**config.mk**
```make
export PLATFORM = sky130hd
export DESIGN_NAME = uart_bus_cmd
export DESIGN_NICKNAME = d
export VERILOG_FILES = /design/src/rtl/uart_bus_cmd.sv
export SDC_FILE = /design/constraint.sdc
export NUM_CORES = 1
export LEC_CHECK = 0
export CORE_AREA = 2 2 92 94
export CTS_CLUSTER_DIAMETER = 150
export CTS_CLUSTER_SIZE = 24
export DETAILED_ROUTE_END_ITERATION = 6
export DIE_AREA = 0 0 94 96
export PLACE_DENSITY = 0.65
export SLEW_MARGIN = 10
export SYNTH_ARGS = -nofsm -noshare
export SYNTH_HDL_FRONTEND = slang
export SYNTH_SLANG_ARGS = --single-unit
```
**constraint.sdc**
```tcl
create_clock -name clk_i -period 2.08 [get_ports clk_i]
set_input_delay 0.312 -clock clk_i [delete_from_list [all_inputs] [get_ports clk_i]]
set_output_delay 0.312 -clock clk_i [all_outputs]
set_load 0.01 [all_outputs]
```
**src/rtl/uart_bus_cmd.sv**
```systemverilog
// UART (8N1) command receiver that runs one bus-master read/write cycle per command
// and emits a {ack, adr, dat} response record. Define BUS_TIMEOUT_EN to abort unacked cycles.
//
// rx state | meaning
// R_IDLE   | line idle, waiting for a falling edge
// R_START  | half-bit wait, start bit re-checked
// R_DATA   | sampling 8 data bits, LSB first
// R_STOP   | sampling stop bit
//
// p state  | meaning
// P_OP     | waiting for opcode byte
// P_ADR    | waiting for address byte
// P_DAT    | waiting for write-data byte
// P_BUS    | bus cycle in progress (stb_o from the cycle after entry)
// P_RESP   | response record valid for one cycle
module uart_bus_cmd #(
    parameter int CLKS_PER_BIT = 868,
    parameter int TIMEOUT      = 255
) (
    input  logic       clk_i,
    input  logic       rst_ni,
    input  logic       din,
    output logic [7:0] adr_o,
    output logic [7:0] dat_o,
    output logic       we_o,
    output logic       stb_o,
    input  logic       ack_i,
    input  logic [7:0] dat_i,
    output logic       resp_valid,
    output logic       resp_ack,
    output logic [7:0] resp_adr,
    output logic [7:0] resp_dat,
    output logic       busy,
    output logic       err_o
);

    localparam int CNT_W = $clog2(CLKS_PER_BIT);
    localparam int HALF  = CLKS_PER_BIT / 2;
    localparam logic [CNT_W-1:0] BIT_RELOAD  = CNT_W'(CLKS_PER_BIT - 1);
    localparam logic [CNT_W-1:0] HALF_RELOAD = CNT_W'(HALF - 1);

    if (CLKS_PER_BIT < 4) begin : g_cpb_check
        $error("uart_bus_cmd: CLKS_PER_BIT must be at least 4");
    end
    if (TIMEOUT < 1) begin : g_timeout_check
        $error("uart_bus_cmd: TIMEOUT must be at least 1");
    end

    typedef enum logic [1:0] {R_IDLE, R_START, R_DATA, R_STOP} rx_state_e;
    typedef enum logic [2:0] {P_OP, P_ADR, P_DAT, P_BUS, P_RESP} p_state_e;

    logic             din_s1_q, din_s1_d;
    logic             din_s2_q, din_s2_d;
    logic             din_prev_q, din_prev_d;
    rx_state_e        rx_state_q, rx_state_d;
    logic [CNT_W-1:0] cnt_q, cnt_d;
    logic [2:0]       bit_idx_q, bit_idx_d;
    logic [7:0]       shreg_q, shreg_d;
    logic             rx_stb_q, rx_stb_d;
    logic             rx_ferr_q, rx_ferr_d;
    logic [7:0]       rx_byte_q, rx_byte_d;

    p_state_e         p_state_q, p_state_d;
    logic             we_q, we_d;
    logic [7:0]       adr_q, adr_d;
    logic [7:0]       dat_q, dat_d;
    logic             stb_q, stb_d;
    logic             resp_valid_q, resp_valid_d;
    logic             resp_ack_q, resp_ack_d;
    logic [7:0]       resp_adr_q, resp_adr_d;
    logic [7:0]       resp_dat_q, resp_dat_d;
    logic             err_q, err_d;

`ifdef BUS_TIMEOUT_EN
    localparam int TO_W = $clog2(TIMEOUT + 1);
    localparam logic [TO_W-1:0] TO_LAST = TO_W'(TIMEOUT - 1);
    logic [TO_W-1:0]  to_cnt_q, to_cnt_d;
`endif

    always_comb begin
        din_s1_d   = din;
        din_s2_d   = din_s1_q;
        din_prev_d = din_s2_q;
        rx_state_d = rx_state_q;
        cnt_d      = cnt_q;
        bit_idx_d  = bit_idx_q;
        shreg_d    = shreg_q;
        rx_stb_d   = 1'b0;
        rx_ferr_d  = 1'b0;
        rx_byte_d  = rx_byte_q;
        case (rx_state_q)
            R_IDLE: begin
                if (din_prev_q && !din_s2_q) begin
                    rx_state_d = R_START;
                    cnt_d      = HALF_RELOAD;
                end
            end
            R_START: begin
                if (cnt_q != '0) begin
                    cnt_d = cnt_q - 1'b1;
                end else if (din_s2_q) begin
                    rx_state_d = R_IDLE;
                end else begin
                    rx_state_d = R_DATA;
                    cnt_d      = BIT_RELOAD;
                    bit_idx_d  = 3'd0;
                end
            end
            R_DATA: begin
                if (cnt_q != '0) begin
                    cnt_d = cnt_q - 1'b1;
                end else begin
                    shreg_d   = {din_s2_q, shreg_q[7:1]};
                    cnt_d     = BIT_RELOAD;
                    bit_idx_d = bit_idx_q + 1'b1;
                    if (bit_idx_q == 3'd7) rx_state_d = R_STOP;
                end
            end
            R_STOP: begin
                if (cnt_q != '0) begin
                    cnt_d = cnt_q - 1'b1;
                end else begin
                    rx_state_d = R_IDLE;
                    if (din_s2_q) begin
                        rx_stb_d  = 1'b1;
                        rx_byte_d = shreg_q;
                    end else begin
                        rx_ferr_d = 1'b1;
                    end
                end
            end
            default: rx_state_d = R_IDLE;
        endcase
    end

    always_comb begin
        p_state_d    = p_state_q;
        we_d         = we_q;
        adr_d        = adr_q;
        dat_d        = dat_q;
        stb_d        = stb_q;
        resp_valid_d = 1'b0;
        resp_ack_d   = resp_ack_q;
        resp_adr_d   = resp_adr_q;
        resp_dat_d   = resp_dat_q;
        err_d        = 1'b0;
`ifdef BUS_TIMEOUT_EN
        to_cnt_d     = '0;
`endif
        case (p_state_q)
            P_OP: begin
                if (rx_stb_q) begin
                    if (rx_byte_q == 8'h00 || rx_byte_q == 8'h01) begin
                        we_d      = rx_byte_q[0];
                        p_state_d = P_ADR;
                    end else begin
                        err_d = 1'b1;
                    end
                end
            end
            P_ADR: begin
                if (rx_stb_q) begin
                    adr_d     = rx_byte_q;
                    p_state_d = we_q ? P_DAT : P_BUS;
                end
            end
            P_DAT: begin
                if (rx_stb_q) begin
                    dat_d     = rx_byte_q;
                    p_state_d = P_BUS;
                end
            end
            P_BUS: begin
                // bytes arriving mid-cycle are overruns; the cycle itself is untouched
                if (rx_stb_q) err_d = 1'b1;
                stb_d = 1'b1;
`ifdef BUS_TIMEOUT_EN
                to_cnt_d = stb_q ? to_cnt_q + 1'b1 : to_cnt_q;
`endif
                if (stb_q && ack_i) begin
                    stb_d        = 1'b0;
                    resp_valid_d = 1'b1;
                    resp_ack_d   = 1'b1;
                    resp_adr_d   = adr_q;
                    resp_dat_d   = we_q ? dat_q : dat_i;
                    p_state_d    = P_RESP;
                end
`ifdef BUS_TIMEOUT_EN
                else if (stb_q && to_cnt_q == TO_LAST) begin
                    stb_d        = 1'b0;
                    resp_valid_d = 1'b1;
                    resp_ack_d   = 1'b0;
                    resp_adr_d   = adr_q;
                    resp_dat_d   = 8'h00;
                    p_state_d    = P_RESP;
                end
`endif
            end
            P_RESP: begin
                if (rx_stb_q) err_d = 1'b1;
                p_state_d = P_OP;
            end
            default: p_state_d = P_OP;
        endcase
        // a framing error aborts a half-parsed command, never a running bus cycle
        if (rx_ferr_q) begin
            err_d = 1'b1;
            if (p_state_q == P_ADR || p_state_q == P_DAT) p_state_d = P_OP;
        end
    end

    always_ff @(posedge clk_i or negedge rst_ni) begin
        if (!rst_ni) begin
            din_s1_q     <= 1'b1;
            din_s2_q     <= 1'b1;
            din_prev_q   <= 1'b1;
            rx_state_q   <= R_IDLE;
            cnt_q        <= '0;
            bit_idx_q    <= 3'd0;
            shreg_q      <= 8'h00;
            rx_stb_q     <= 1'b0;
            rx_ferr_q    <= 1'b0;
            rx_byte_q    <= 8'h00;
            p_state_q    <= P_OP;
            we_q         <= 1'b0;
            adr_q        <= 8'h00;
            dat_q        <= 8'h00;
            stb_q        <= 1'b0;
            resp_valid_q <= 1'b0;
            resp_ack_q   <= 1'b0;
            resp_adr_q   <= 8'h00;
            resp_dat_q   <= 8'h00;
            err_q        <= 1'b0;
`ifdef BUS_TIMEOUT_EN
            to_cnt_q     <= '0;
`endif
        end else begin
            din_s1_q     <= din_s1_d;
            din_s2_q     <= din_s2_d;
            din_prev_q   <= din_prev_d;
            rx_state_q   <= rx_state_d;
            cnt_q        <= cnt_d;
            bit_idx_q    <= bit_idx_d;
            shreg_q      <= shreg_d;
            rx_stb_q     <= rx_stb_d;
            rx_ferr_q    <= rx_ferr_d;
            rx_byte_q    <= rx_byte_d;
            p_state_q    <= p_state_d;
            we_q         <= we_d;
            adr_q        <= adr_d;
            dat_q        <= dat_d;
            stb_q        <= stb_d;
            resp_valid_q <= resp_valid_d;
            resp_ack_q   <= resp_ack_d;
            resp_adr_q   <= resp_adr_d;
            resp_dat_q   <= resp_dat_d;
            err_q        <= err_d;
`ifdef BUS_TIMEOUT_EN
            to_cnt_q     <= to_cnt_d;
`endif
        end
    end

    assign adr_o      = adr_q;
    assign dat_o      = dat_q;
    assign we_o       = we_q;
    assign stb_o      = stb_q;
    assign resp_valid = resp_valid_q;
    assign resp_ack   = resp_ack_q;
    assign resp_adr   = resp_adr_q;
    assign resp_dat   = resp_dat_q;
    assign busy       = (p_state_q != P_OP);
    assign err_o      = err_q;

endmodule
```
Word level (Yosys, flattened, before mapping) --
Index checks and enable logic that the tools add are counted.
Storage, ports and cells: register bits 76, input bits 12, word-level logic and storage cells 102, output and inout bits 38
Operators by class: add/sub/neg operators 2, muxes and demuxes 41, reduce and logical (&&, ||, !) cells 21, equal/unequal tests 17, bitwise gates (word level) 1
Operators by type and width (number):
- 10-bit 2-to-1 mux | 5
- 10-bit case mux with 4 select lines | 1
- 3-bit 2-to-1 mux | 10
- 1-bit 2-to-1 mux | 14
- 2-bit != test (second input constant) | 7
- 2-bit 2-to-1 mux | 6
- 3-bit case mux with 4 select lines | 1
- 10-bit nonzero test | 1
- 10-bit by 1-bit subtractor with 10-bit output (second input constant) | 1
- 3-bit AND reduction | 3
- 8-bit by 1-bit equality test with 1-bit output (second input constant) | 1
- 8-bit zero test | 1
- 8-bit 2-to-1 mux | 1
- 2-bit case mux with 4 select lines | 1
- 2-bit AND reduction | 4
- 3-bit by 2-bit equality test with 1-bit output (second input constant) | 2
- 3-bit equality test (second input constant) | 2
- 3-bit case mux with 2 select lines | 1
- 5-bit AND reduction | 1
- 2-bit equality test (second input constant) | 2
- 4-bit AND reduction | 1
- 3-bit by 1-bit adder with 3-bit output (second input constant) | 1
- 3-bit by 1-bit equality test with 1-bit output (second input constant) | 1
- 3-bit zero test | 1
- 11 further kinds | 13

Longest topological paths before layout --
depth in word-level cells 7, gate-level depth with buffers 7, depth with buffers taken out 6

Worst setup path before layout --
No wires, ideal clock.
path type register -> register, start point reg cnt_q[0], end point reg cnt_q[6], cell stages (with the launch flop) 7, arrival time 1.731 ns, clock period less this slack 1.810 ns, path buffers 0, data required time 2.001 ns, slack 0.270 ns, library setup time 0.079 ns, cells stage by stage dfrtp_1 inv_1 ha_1 nor4b_1 nand2_1 a221o_1 a2bb2oi_1
Between the ends: cells in the longest elaborated chain, start to end 3, elaborated cells on any way between the ends 9, those cells by class 1 x add/sub; 2 x eq/ne; 4 x mux; 2 x reduce/logical
RTL lines:
- from (decl) | RTL line 56 | logic [CNT_W-1:0] cnt_q, cnt_d;
- from (signal assigned) | RTL line 242 | cnt_q <= cnt_d;
- 10-bit by 1-bit subtractor with 10-bit output / 10-bit nonzero test (equally long branches)
- 10-bit 2-to-1 mux, or another cell as far along | RTL line 120 | if (cnt_q != '0) begin
- 10-bit case mux with 4 select lines / 3-bit AND reduction (equally long branches)
Parallel ways exist; a longest one is shown, timed or not. The select of a mux whose other input is x is not followed. A chain may end at the register's enable or synchronous reset.

Worst setup path after layout --
start point reg p_state_q[2], end point out busy
Between the ends: cells in the longest elaborated chain, start to end 1
RTL lines:
- from (decl) | RTL line 63 | p_state_e p_state_q, p_state_d;
- from (signal assigned) | RTL line 248 | p_state_q <= p_state_d;
- 3-bit nonzero test | RTL line 272 | assign busy = (p_state_q != P_OP);
- to (decl) | RTL line 33 | output logic busy,
No other way between the ends.

==> metrics.csv <==
metric,value,unit
status,completed,
worst slew pin tran,629,ps
syn avg cell area,12.2,sq um
final global-route overflow total,0,
first-pass GRT wire length,11600,microns
Period minus WS final,1990,ps
max frequency,503,MHz
Hold Fails Final Rpt,0,
compound-cell area share of the yosys netlist,10.9,%
Critical Path Start,p_state_q[2],
largest net degree at the start of global routing,44,
CTS Buf Count,9,
number of synthesized register bits,76,
Vias,2467,
final slew viol count,0,
1st-pass router iterations,6,
Synth Area in XOR/XNOR,0.250,%
unrepaired setup endpoints after global routing,no,
gr usage total,16.6,%
"EDFF count, synth",0,
most common cell in the netlist,dfrtp_1,
Post CTS Setup Buffer Count,0,
Via density,5.42,
Initial Util,43.4,%
CP max FO,9,
Startpoint Class,register,
Root Buffer,clkbuf_8,
Post-Synth Simple-Gate Area,11.5,%
final setup TNS,0,ps
critical path capture point type,output port,
core box area,8050,sq um
Final WS setup,90.5,ps
DP Wirelength,5000,microns
DRT antenna net count,0,
Die ar.,9020,sq um
headroom to the max-slew limit,57.7,%
DRC viols,0,
max-cap violation count,0,
Max H-tree Level,3,
Leak,2.04,nW
floorplan row count,33,
synthesized area,3500,sq um
Top Ports,50,
Avg WL per Cell,15.1,microns
Ys Warns,0,
Synthesized Nets,308,
cell taking the most area after synthesis,dfrtp_1,
top cell type's share of synthesized area,52.2,%
hold_sp,din_s1_q,
Placer Congestion,0.895,
PD cells,996,nW/um^2
clk buf depth,2,
multiplexer area fraction after synthesis,16.4,%
Max IR drop VDD,702,uV
final wirelength,6850,microns
Buffers on Ports,49,
synth top area cells,"dfrtp_1 (52%), mux2_2 (13%), ha_1 (3.2%)",
main combinational cell family by area after synthesis,multiplexers,
"FFs w/ async S/R, synth",100,%
Sink Count,76,
final net count,366,
Main synth FF type,dfrtp_1,
Die Ht,96,microns
Clock Skew,6.27,ps
cell count after synthesis,287,
vias in the first global route,2362,
Final period util,95.7,%
critical path arrival,1680,ps
chip width,94,microns
"Reg clk slew, reported paths",90,ps
area grow syn2layout,24.9,%
number of DRC violations after detailed-routing iteration 0,113,
layout cells sized above 1,23.1,%
worst setup path class,register to output port,
CTS tree,yes,
worst skew pair latency,340,ps
Required @ worst endpoint,1770,ps
Unique masters post-synth,54,
Synth top cells by count,"dfrtp_1 (73), mux2_2 (41), a21oi_1 (18)",
setup violators final,0,
class of the worst hold path,register to register,
ant diodes,0,
"Seq/Total Area, Yosys",54.5,%
pre-CTS setup slack,158,ps
Post-Synth Adder-Cell Area,3.22,%
initial antenna violation count,0,
[registers in the layout (all words and copies together) (netlist names), 3 cells and up, named ones only]
register   cells
bit_idx_q      3
resp_adr       8
dat_o          8
p_state_q      3
rx_byte_q      8
cnt_q         10
adr_o          8
shreg_q        8
resp_dat       8
[cells by family (layout without fill, tap and decap cells)]
group                    after synthesis  count (layout)
AO/OA/AOI/OAI                         55              55
XOR/XNOR                               1               1
flip-flops                            76              76
AND/OR/NAND/NOR                       66              66
multiplexers                          52              52
adder cells (fa/ha/maj)                9               9
buffers and inverters                 28              91
[layer usage]
metal | vias to the layer above | share of wire, % | track usage, %
li1 | 1170 | - | -
met1 | 1226 | 45 | 22.2
met2 | 62 | 48 | 26.8
met3 | 9 | 5.3 | 4.78
met4 | 0 | 0.93 | 4.47
met5 | - | 0 | 0
[layout make-up]
type                       count  area [sq um]
clock inverter                 7          83.8
inverter                      15          56.3
clock buffer                   9           124
fill                         706          3680
sequential                    76          1910
timing repair buffer          60           586
tap                          105           131
multi-input combinational    183          1480
[metrics by stage]
| stage | util, % | instances | total power [mW] | area, sq um | hold slack, ps |
|---|---|---|---|---|---|
| 2_1_floorplan | - | 287 | 2.75 | 3500 | 16.4 |
| 3_3_place_gp | 51.5 | 438 | 3.21 | 4150 | 293 |
| 3_5_place_dp | 51.5 | 438 | 3.21 | 4150 | 296 |
| 4_1_cts | 54.2 | 455 | 4.40 | 4370 | 356 |
| 5_1_grt | 54.3 | 455 | 4.66 | 4370 | 352 |
| 6_report | 54.3 | 455 | 4.35 | 4370 | 371 |
[layout by cell type, fill, tap and decap left out, types with 3 or more instances in the layout]
cell	count
mux2i_1	9
o2bb2ai_1	5
or3_1	3
dfrtp_1	71
a21oi_1	18
o211ai_1	3
nand4_1	3
clkdlybuf4s50_1	48
ha_1	9
nand2_1	11
dfstp_2	3
nor3_1	8
a22o_1	3
clkbuf_8	9
nor2_1	13
nor2b_1	3
nor4_1	4
buf_4	10
inv_1	15
and3_1	3
mux2_2	41
a31oi_1	5
[worst paths after layout]
path,to,slack (ps),cells past startpoint
max,busy,90,2
min,din_prev_d,370,0
max reg2reg,cnt_q[9],190,6
min reg2reg,din_prev_d,370,0
max in group asynchronous,din_prev_q,990,3
min in group asynchronous,stb_o,450,2
[where the power goes]
group | internal [mW] | switching, mW
sequential | 1.64 | 0.195
clock | 0.575 | 0.589
combinational | 0.627 | 0.731
total | 2.84 | 1.52
[repair_timing]
action,CTS,global route
resized for setup,0,2
hold buffers,1,0
hold endpoints to repair,33,0
endpoints found under the setup margin,0,2
[worst max-delay path, cell delays in order (launching register included)]
cell	delay (ps)
dfrtp_2	480
or3_1	380
clkdlybuf4s50_1	480
No activity file was read; power rests on OpenSTA's default activity.
